--- src/rtl/dual_mem_fifo_ctrl.sv ---
// FIFO control stage in front of the dual_mem RAM: wrap-around pointers, occupancy,
// full/empty protection, sticky error flags and read-data-valid tracking.
module dual_mem_fifo_ctrl #(
   parameter int RAM_DEPTH   = 1024,
   parameter int ADDR_SIZE   = 10,
   parameter int AFULL_LEVEL = 1020
) (
   input  logic                 clk,
   input  logic                 rst,
   input  logic                 clr,
   input  logic                 push,
   input  logic                 pop,
   output logic                 mem_en,
   output logic                 write,
   output logic [ADDR_SIZE-1:0] wr_address,
   output logic                 op_en,
   output logic                 read,
   output logic [ADDR_SIZE-1:0] rd_address,
   output logic                 rd_valid,
   output logic [ADDR_SIZE:0]   count,
   output logic                 full,
   output logic                 empty,
   output logic                 almost_full,
   output logic                 overflow,
   output logic                 underflow
);

   localparam logic [ADDR_SIZE-1:0] LAST_ADDR = ADDR_SIZE'(RAM_DEPTH - 1);
   localparam logic [ADDR_SIZE:0]   DEPTH_CNT = (ADDR_SIZE + 1)'(RAM_DEPTH);
   localparam logic [ADDR_SIZE:0]   AFULL_CNT = (ADDR_SIZE + 1)'(AFULL_LEVEL);

   logic [ADDR_SIZE-1:0] wr_ptr_q, wr_ptr_d;
   logic [ADDR_SIZE-1:0] rd_ptr_q, rd_ptr_d;
   logic [ADDR_SIZE:0]   count_q, count_d;
   logic                 op_en_q, op_en_d;
   logic                 rd_valid_q, rd_valid_d;
   logic                 overflow_q, overflow_d;
   logic                 underflow_q, underflow_d;
   logic                 push_acc, pop_acc;

   // Depth need not be a power of two, so the wrap is an explicit compare.
   function automatic logic [ADDR_SIZE-1:0] next_ptr(input logic [ADDR_SIZE-1:0] p);
      return (p == LAST_ADDR) ? '0 : p + 1'b1;
   endfunction

   assign full        = (count_q == DEPTH_CNT);
   assign empty       = (count_q == '0);
   assign almost_full = (count_q >= AFULL_CNT);

   assign push_acc = push & ~full  & ~clr;
   assign pop_acc  = pop  & ~empty & ~clr;

   assign mem_en     = push_acc;
   assign write      = push_acc;
   assign read       = pop_acc;
   assign wr_address = wr_ptr_q;
   assign rd_address = rd_ptr_q;
   assign count      = count_q;
   assign op_en      = op_en_q;
   assign rd_valid   = rd_valid_q;
   assign overflow   = overflow_q;
   assign underflow  = underflow_q;

   always_comb begin
      // NOTE: every variable gets a default first so no path leaves it unassigned
      // (which would infer a latch).
      wr_ptr_d    = wr_ptr_q;
      rd_ptr_d    = rd_ptr_q;
      count_d     = count_q;
      op_en_d     = 1'b1;
      rd_valid_d  = pop_acc;
      overflow_d  = overflow_q  | (push & full  & ~clr);
      underflow_d = underflow_q | (pop  & empty & ~clr);

      if (push_acc) wr_ptr_d = next_ptr(wr_ptr_q);
      if (pop_acc)  rd_ptr_d = next_ptr(rd_ptr_q);

      unique case ({push_acc, pop_acc})
         2'b10:   count_d = count_q + 1'b1;
         2'b01:   count_d = count_q - 1'b1;
         default: count_d = count_q;
      endcase

      if (clr) begin
         wr_ptr_d    = '0;
         rd_ptr_d    = '0;
         count_d     = '0;
         rd_valid_d  = 1'b0;
         overflow_d  = 1'b0;
         underflow_d = 1'b0;
      end
   end

   // NOTE: state flops use non-blocking assignments so every flop samples the
   // pre-edge values, independent of statement order.
   always_ff @(posedge clk or posedge rst) begin
      if (rst) begin
         wr_ptr_q    <= '0;
         rd_ptr_q    <= '0;
         count_q     <= '0;
         op_en_q     <= 1'b0;
         rd_valid_q  <= 1'b0;
         overflow_q  <= 1'b0;
         underflow_q <= 1'b0;
      end else begin
         wr_ptr_q    <= wr_ptr_d;
         rd_ptr_q    <= rd_ptr_d;
         count_q     <= count_d;
         op_en_q     <= op_en_d;
         rd_valid_q  <= rd_valid_d;
         overflow_q  <= overflow_d;
         underflow_q <= underflow_d;
      end
   end

endmodule

--- config.mk ---
export PLATFORM = sky130hd
export DESIGN_NAME = dual_mem_fifo_ctrl
export DESIGN_NICKNAME = d
export VERILOG_FILES = /design/src/rtl/dual_mem_fifo_ctrl.sv
export SDC_FILE = /design/constraint.sdc
export NUM_CORES = 1
export LEC_CHECK = 0
export ABC_CLOCK_PERIOD_IN_PS = 4350
export CAP_MARGIN = 15
export CORE_UTILIZATION = 40
export DETAILED_ROUTE_END_ITERATION = 10
export GPL_TIMING_DRIVEN = 0
export PLACE_DENSITY = 0.75
export SLEW_MARGIN = 30
export SYNTH_ARGS = -nofsm -noshare
export SYNTH_HDL_FRONTEND = slang
export SYNTH_SLANG_ARGS = --single-unit
export TNS_END_PERCENT = 10
--- constraint.sdc ---
create_clock -name clk -period 4.35 [get_ports clk]
set_input_delay 0.435 -clock clk [delete_from_list [all_inputs] [get_ports clk]]
set_output_delay 0.435 -clock clk [all_outputs]
set_load 0.03 [all_outputs]
Word-level counts from Yosys, hierarchy flattened. Cells that the tools add are included.

Output and inout port bits: 41. ROM bits: 0. Bits in registers: 35. Input bits: 5. Word-level logic and storage cells: 45. Latch bits: 0. RAM bits: 0. Memories kept: 0.

$lt $le $gt $ge: 1. Shift operators: 0. Div/mod/pow operators: 0. Reduce and logical (&&, ||, !) cells: 4. Multiply operators: 0. Eq/ne operators: 5. Multiplexer cells: 11. Add/sub/neg operators: 4. Bitwise logic cells: 13.

Operators with widths (number): two-way mux 10 bit (6); case mux 11 bit (2 select lines) (1); adder 10 x 1 -> 10 bit (second input constant) (2); == test 10 bit (second input constant) (2); adder 11 x 1 -> 11 bit (second input constant) (1); == test 11 bit (second input constant) (1); greater-or-equal comparator 11 x 10 -> 1 bit (second input constant) (1); zero test 11 bit (1); two-way mux 11 bit (1); subtractor 11 x 1 -> 11 bit (second input constant) (1); AND 1 bit (8); nonzero test 2 bit (2); two-way mux 1 bit (3); NOT 1 bit (3); nonzero test 3 bit (1); == test 2 x 1 -> 1 bit (second input constant) (1); == test 2 bit (second input constant) (1); bitwise OR 1 bit (2).

Longest topological paths before layout. Gate-level depths: netlist of the first run.

Word-level depth: 7. Depth in mapped cells: 11. Gate-level depth less buffers: 11.

Worst setup path before layout of the first run. No wires, ideal clock.

Path type: flip-flop to flip-flop. From: reg count_q[4], in the netlist count[4]. To: reg count_q[9], in the netlist count[9]. Setup time: 0.121 ns. Arrival: 3.104 ns. Clock period less this slack: 3.225 ns. Data required time: 4.229 ns. Buffers on the path: 0. Slack: 1.125 ns. Stages on the path, launching flop included: 12. Cells stage by stage: dfrtp_1 nor4_4 a41oi_2 nor2_1 nand2_1 inv_1 ha_1 a211oi_1 o211ai_1 a41oi_1 xnor2_1 a22o_1.

Cells in the longest elaborated chain, start to end: 7. Elaborated cells between the ends (all ways): 15. Classes of those cells: 2 x add/sub; 3 x eq/ne; 2 x mux; 6 x bitwise; 2 x reduce/logical.

RTL lines: start: declaration (line 34) `logic [ADDR_SIZE:0] count_q, count_d;`; start signal: assignment (line 108) `count_q <= count_d;`; == test 11 bit or zero test 11 bit (tied branches) (line 46, 47); NOT 1 bit (on tied branches) (line 50, 51); AND 1 bit (on tied branches) (2 in series) (line 50, 51); == test 2 x 1 -> 1 bit or == test 2 bit (tied branches) (line 78) `unique case ({push_acc, pop_acc})`; case mux 11 bit (2 select lines) (line 78); two-way mux 11 bit (line 84) `if (clr) begin`.

Several ways; a longest one is shown, not always the timed one. A chain may end at the register's enable or synchronous reset.

Worst setup path after layout of the first run.
From: reg count_q[0], in the netlist count[0]. To: reg count_q[9], in the netlist count[9].

Same word-level chain as after synthesis.

==> results of run 1 <==
-- per-stage QoR --
stage | power, mW | setup WS, ns | hold slack (ns) | cells | instance area, µm²
after detailed placement | 1.50 | 0.661 | 0.492 | 354 | 2720
final | 1.73 | 0.673 | 0.504 | 361 | 2800
after CTS | 1.74 | 0.649 | 0.507 | 361 | 2800
after global placement | 1.48 | 0.681 | 0.480 | 354 | 2720
after global routing | 1.85 | 0.421 | 0.544 | 361 | 2800
after floorplan | 1.18 | 1.12 | 0.585 | 239 | 2180
-- sequential cells by signal (all words and copies together) (netlist names) --
name / count
count: 11
op_en: 1
overflow: 1
rd_address: 10
rd_valid: 1
underflow: 1
wr_address: 10
-- metal layers --
layer	global-route usage, %	vias up	wire length [µm]
li1	-	982	-
met1	25.3	950	2460
met2	30.3	32	2410
met3	3.84	8	154
met4	7.41	0	86
met5	0	-	0
-- cell families (layout without fill, tap and decap cells) --
kind of cell    after synthesis  in the layout  share of synthesized area [%]
simple gates                 92             92                           22.2
compound gates               66             66                           20.9
flops                        35             35                           40.2
buf+inv                      20             72                           3.97
xor+xnor                     13             13                           5.23
fa+ha+maj                    12             12                           7.24
other cells                   1              1                          0.172
-- power groups by stage --
stage | clock network, mW | logic [mW] | registers, mW
floorplan | 0 | 0.590 | 0.593
global placement | 0 | 0.994 | 0.486
detailed placement | 0 | 1.01 | 0.487
CTS | 0.243 | 1.01 | 0.481
global route | 0.257 | 1.10 | 0.492
finish | 0.235 | 1.01 | 0.482
-- worst min path at each step --
stage                   startpoint             endpoint  depth (start not counted)
6_report        overflow$_DFF_PP0_   overflow$_DFF_PP0_                          2
5_1_grt         overflow$_DFF_PP0_   overflow$_DFF_PP0_                          2
4_1_cts         overflow$_DFF_PP0_   overflow$_DFF_PP0_                          2
3_5_place_dp    overflow$_DFF_PP0_   overflow$_DFF_PP0_                          2
3_3_place_gp   underflow$_DFF_PP0_  underflow$_DFF_PP0_                          2
2_1_floorplan                 push   overflow$_DFF_PP0_                          2
-- final cells by class --
class	count	area, µm²	area share (%)
clock buffers	6	82.6	2.95
repair buffers	45	450	16.1
multi-input cells	184	1210	43.3
flip-flops and latches	35	876	31.2
plain buffers	6	33.8	1.21
inverters	14	52.6	1.87
well taps	70	87.6	3.12
clock inverters	1	5.00	0.179
-- synthesized netlist by cell type, types with 3 or more instances --
library cell and instances:
o211ai_1 3, or3_1 6, nand3_1 13, ha_1 11, xnor2_1 8, xor2_1 5
a211oi_1 3, a22o_1 5, a21o_1 7, o21ai_0 18, dfrtp_1 35, nand4_1 5
inv_1 14, buf_4 3, nor4_1 9, o31ai_1 4, a21oi_1 13, nand2_1 17
nor3_1 12, nor2_1 23
-- worst min-delay path, delay by kind of cell (launching register included) --
kind / cells / cell delay (ns)
flip-flops: 1 / 0.35
AO/OA/AOI/OAI: 1 / 0.04
AND/OR/NAND/NOR: 1 / 0.07
==> results.toml, run 1 <==
[outcome]
outcome = "completed"

[synth]
yosysWarnings = 0
syn_area_per_cell_um2 = 9.11
yosysSeqAreaShare_pct = 40.2
synth_area_leaders = "dfrtp_1, ha_1, o21ai_0"
synth_seq_cells = 35
synth_nets = 256
netlist_instances = 239
yosysTopAreaCellShare_pct = 40.2
ys_types = 39
ys_async_sr_fraction_pct = 100
synth_ff_type = "dfrtp_1"
syn_area_um2 = 2180
synth_top_area_cell = "dfrtp_1"
synth-edff-count = 0

[floorplanning]
dieWidth_um = 75.8
die_y_um = 75.8
dieArea_um2 = 5740
rows = 26
io_pins = 46
start_util_pct = 42.1
core-area_um2 = 5170

[sta]
rsz0062_at_grt = "no"
relSlewSlack_pct = 49.5
period_needed_ns = 3.68
tightest_slew_ns = 0.752
setup_viol = 0
tns_ns = 0
skew_ns = 0.00392
max_freq_ghz = 0.272
drv_slew = 0
finalCritPeriodShare_pct = 84.5
hold_violations = 0

[job]
maxCapViolations = 0

[power_and_ir_drop]
ir_drop_uv = 372
pwr-share-comb_pct = 58.5
switching_share_pct = 46.9
power.leakage_nw = 1.16
p_per_area_nw_per_um2 = 617
seqPwrFrac_pct = 27.9
power_switching_uw = 812
clkPwrFrac_pct = 13.6
p_int_uw = 918

[drt]
wirelength_mm = 5.11
num_vias = 1972
vias_per_cell = 5.46
drc_errors = 0
dr.pass1.iters = 7
postRouteAntennaNets = 0
dr.first_iter.drc_count = 165
wl_per_cell_um = 14.2

[finish]
fin_nets = 308
diodes = 0
layout_commonest_cell = "clkdlybuf4s50_1"
most-common-layout-cells = "clkdlybuf4s50_1, dfrtp_1, nor2_1, o21ai_0, nand2_1"
drive_above_1_share_pct = 6.87
final_util_pct = 54.2
fillers = 464
syn2layout_area_growth_pct = 28.7

[grt]
grt_pass1_vias = 1778
grt_first_pass_wirelength_mm = 8.20
grt-ovfl-total = 0
antenna_found_initial = 0
track_usage_pct = 19.0
grt_max_degree = 36

[clocking]
clock-sinks = 35
cts_resized = 0
cts_buffers = 5
clk_pin_slew_ns = 0.06
cts.path.max_buffers = 2
hold_buffers = 0
htreeDepth = 2
cts_tree = "yes"
cts_root_buf = "clkbuf_8"
cts_setup_buffers = 0
clk_latency_ns = 0.29

[worst_hold_path]
hold_class = "reg2reg"

[setup_path]
critical_path_peak_fanout = 9
crit_type = "reg2reg"
worstPathRequired_ns = 4.53
path_delay_family = "compound AO/OA/AOI/OAI gates"
cp-end-kind = "flip-flop"
path_cells = "nor4_4 > a41oi_2 > nor2_1 > nand2_1 > inv_1 > ha_1 > a211oi_1 > o211ai_1 > a41oi_1 > xnor2_1 > a22o_1"
slowest_delay_ns = 0.51
slowest_stage = "nor4_4"
worst_r2r_endpoint = "count[9]$_DFFE_PP0P_"
critPathArrivalTime_ns = 3.85
path_depth = 11
timing.rr.start = "count[0]$_DFFE_PP0P_"
reg2reg_slack_ns = 0.67
crit_start = "count[0]$_DFFE_PP0P_"
crit_path_start_kind = "flip-flop"
ff2ff_path_depth = 11
path_buf_inv = 1
crit_end = "count[9]$_DFFE_PP0P_"

[placed_design]
numPortBuffers = 45
dpl.hpwl_mm = 3.73
routabilityCongestion = 0.877
Note: power is estimated with default switching activity, not from simulation.
==> inputs of run 2 (changes only) <==
--- a/config.mk
+++ b/config.mk
@@ -5,12 +5,12 @@
 export SDC_FILE = /design/constraint.sdc
 export NUM_CORES = 1
 export LEC_CHECK = 0
-export ABC_CLOCK_PERIOD_IN_PS = 4350
+export ABC_CLOCK_PERIOD_IN_PS = 3000
 export CAP_MARGIN = 15
 export CORE_UTILIZATION = 40
 export DETAILED_ROUTE_END_ITERATION = 10
 export GPL_TIMING_DRIVEN = 0
-export PLACE_DENSITY = 0.75
+export PLACE_DENSITY = 0.78
 export SLEW_MARGIN = 30
 export SYNTH_ARGS = -nofsm -noshare
 export SYNTH_HDL_FRONTEND = slang
==> constraint.sdc (replaced) <==
create_clock -name clk -period 3 [get_ports clk]
set_input_delay 0.3 -clock clk [delete_from_list [all_inputs] [get_ports clk]]
set_output_delay 0.3 -clock clk [all_outputs]
set_load 0.03 [all_outputs]
==> run 2 against run 1 <==
Final area rose by 3.9%. Register-to-register slack lost 0.56 ns. Core utilization rose by 2.1 points. Sequential power grew 48%. Die area unchanged. Clock skew is 0.0042 ns higher. Non-clock buffer count rose by 3. Sequential cell count unchanged. Via count rose by 4.0%. Power rose by 59%. First-iteration DRC count increased by 12%. Wire length up 12%. Critical endpoint unchanged. Highest routed layer unchanged.
==> results.toml, run 2 (synthesis results as in run 1) <==
[outcome]
outcome = "completed"

[drt]
dr.pass1.iters = 4
num_vias = 2051
drc_errors = 0
dr.first_iter.drc_count = 184
wirelength_mm = 5.70
wl_per_cell_um = 15.6
postRouteAntennaNets = 0
vias_per_cell = 5.62

[sta]
skew_ns = 0.00817
tightest_slew_ns = 0.765
relSlewSlack_pct = 48.6
layout_setup_ws_ns = 0.110
setup_viol = 0
rsz0062_at_grt = "yes"
max_freq_ghz = 0.346
finalCritPeriodShare_pct = 96.3
period_needed_ns = 2.89
drv_slew = 0
hold_violations = 0

[floorplanning]
start_util_pct = 42.1
die_y_um = 75.8
rows = 26
core-area_um2 = 5170
dieWidth_um = 75.8
io_pins = 46
dieArea_um2 = 5740

[finish]
largest_register_ffs = 11
regArea_um2 = 882
fin_cells = 365
finalInstanceArea_um2 = 2910
fillers = 460
most-common-layout-cells = "clkdlybuf4s50_1, dfrtp_1, nor2_1, o21ai_0, nand2_1"
final_util_pct = 56.3
syn2layout_area_growth_pct = 33.7
drive_above_1_share_pct = 13.9
diodes = 0
layout_commonest_cell = "clkdlybuf4s50_1"
multi_input_area_um2 = 1260
fin_nets = 311

[setup_path]
crit_path_start_kind = "flip-flop"
worstPathRequired_ns = 3.19
critPathArrivalTime_ns = 3.08
crit_type = "reg2reg"
critical_path_peak_fanout = 9
cp-end-kind = "flip-flop"

[grt]
antenna_found_initial = 0
grt-ovfl-total = 0
grt_first_pass_wirelength_mm = 9.09
grt_max_degree = 36
track_usage_pct = 21.4
grt_pass1_vias = 1991

[clocking]
clk_latency_ns = 0.29
clk_pin_slew_ns = 0.07
cts_root_buf = "clkbuf_8"
htreeDepth = 2
cts_buffers = 5
cts_tree = "yes"
hold_buffers = 0
clock-sinks = 35
cts.path.max_buffers = 2

[power_and_ir_drop]
power_switching_mw = 1.27
pwr-share-comb_pct = 58.1
seqPwrFrac_pct = 25.9
p_int_mw = 1.49
switching_share_pct = 46.0
p_per_area_nw_per_um2 = 946
ir_drop_uv = 525
power.leakage_nw = 1.19
clkPwrFrac_pct = 16.0

[placed_design]
numPortBuffers = 45
placedCellCount = 354
routabilityCongestion = 0.806
pre_cts_ws_ns = -0.334
dpl.hpwl_mm = 4.01
place_area_um2 = 2730

[worst_hold_path]
hold_class = "in2async"

[job]
maxCapViolations = 0
==> run 2: metal layers <==
layer	wire [µm]	share of wire (%)	vias up	GRT usage [%]
met3	178	3.1	10	3.70
met1	2590	45	998	27.3
met2	2840	50	48	35.7
met5	0	0	-	0
met4	93	1.6	0	9.05
li1	-	-	995	-
==> run 2: cell type report <==
type / instances / area share (%)
Clock inverter: 2 / 1.20
Timing Repair Buffer: 48 / 16.2
Sequential cell: 35 / 30.3
Clock buffer: 6 / 2.84
Buffer: 6 / 1.29
Tap cell: 70 / 3.01
Inverter: 14 / 1.89
Multi-Input combinational cell: 184 / 43.2
==> run 2: metrics by stage <==
step / hold slack [ns] / total power [mW] / setup TNS, ns
floorplan: 0.450 / 1.73 / 0
global route: 0.531 / 2.93 / -0.0258
finish: 0.454 / 2.76 / 0
global placement: 0.483 / 2.15 / -1.34
CTS: 0.489 / 2.71 / 0
detailed placement: 0.493 / 2.20 / -1.76
==> run 2: worst paths after layout <==
check                                      from                    to  slack [ns]  depth (start not counted)
min in group clk            underflow$_DFF_PP0_   underflow$_DFF_PP0_        0.51                          2
max in group asynchronous                   rst  count[7]$_DFFE_PP0P_        2.03                          2
hold reg to reg             underflow$_DFF_PP0_   underflow$_DFF_PP0_        0.51                          2
hold / removal                              rst  count[4]$_DFFE_PP0P_        0.45                          2
setup reg to reg           count[3]$_DFFE_PP0P_  count[9]$_DFFE_PP0P_        0.11                         11
setup / recovery           count[3]$_DFFE_PP0P_  count[9]$_DFFE_PP0P_        0.11                         11
==> run 2: power groups by stage <==
| stage | clock (mW) | combinational (mW) | sequential (mW) |
|---|---|---|---|
| 2_1_floorplan | 0 | 0.860 | 0.866 |
| 3_3_place_gp | 0 | 1.44 | 0.712 |
| 3_5_place_dp | 0 | 1.48 | 0.715 |
| 4_1_cts | 0.450 | 1.55 | 0.710 |
| 5_1_grt | 0.470 | 1.72 | 0.733 |
| 6_report | 0.442 | 1.60 | 0.713 |
==> run 2: repair_timing <==
item,in CTS,in global routing
resized for setup,6,7
buffers inserted,3,0
setup endpoints to repair,9,4
pin swaps,3,2
==> run 2: worst max-delay path: stages (launching register included) <==
cell	delay, ns
dfrtp_2	0.46
nor4_4	0.39
buf_4	0.21
a41oi_4	0.18
nand2_2	0.16
inv_4	0.08
ha_1	0.31
a211oi_2	0.27
o211ai_1	0.18
a41oi_1	0.28
xnor2_1	0.10
a22o_1	0.17
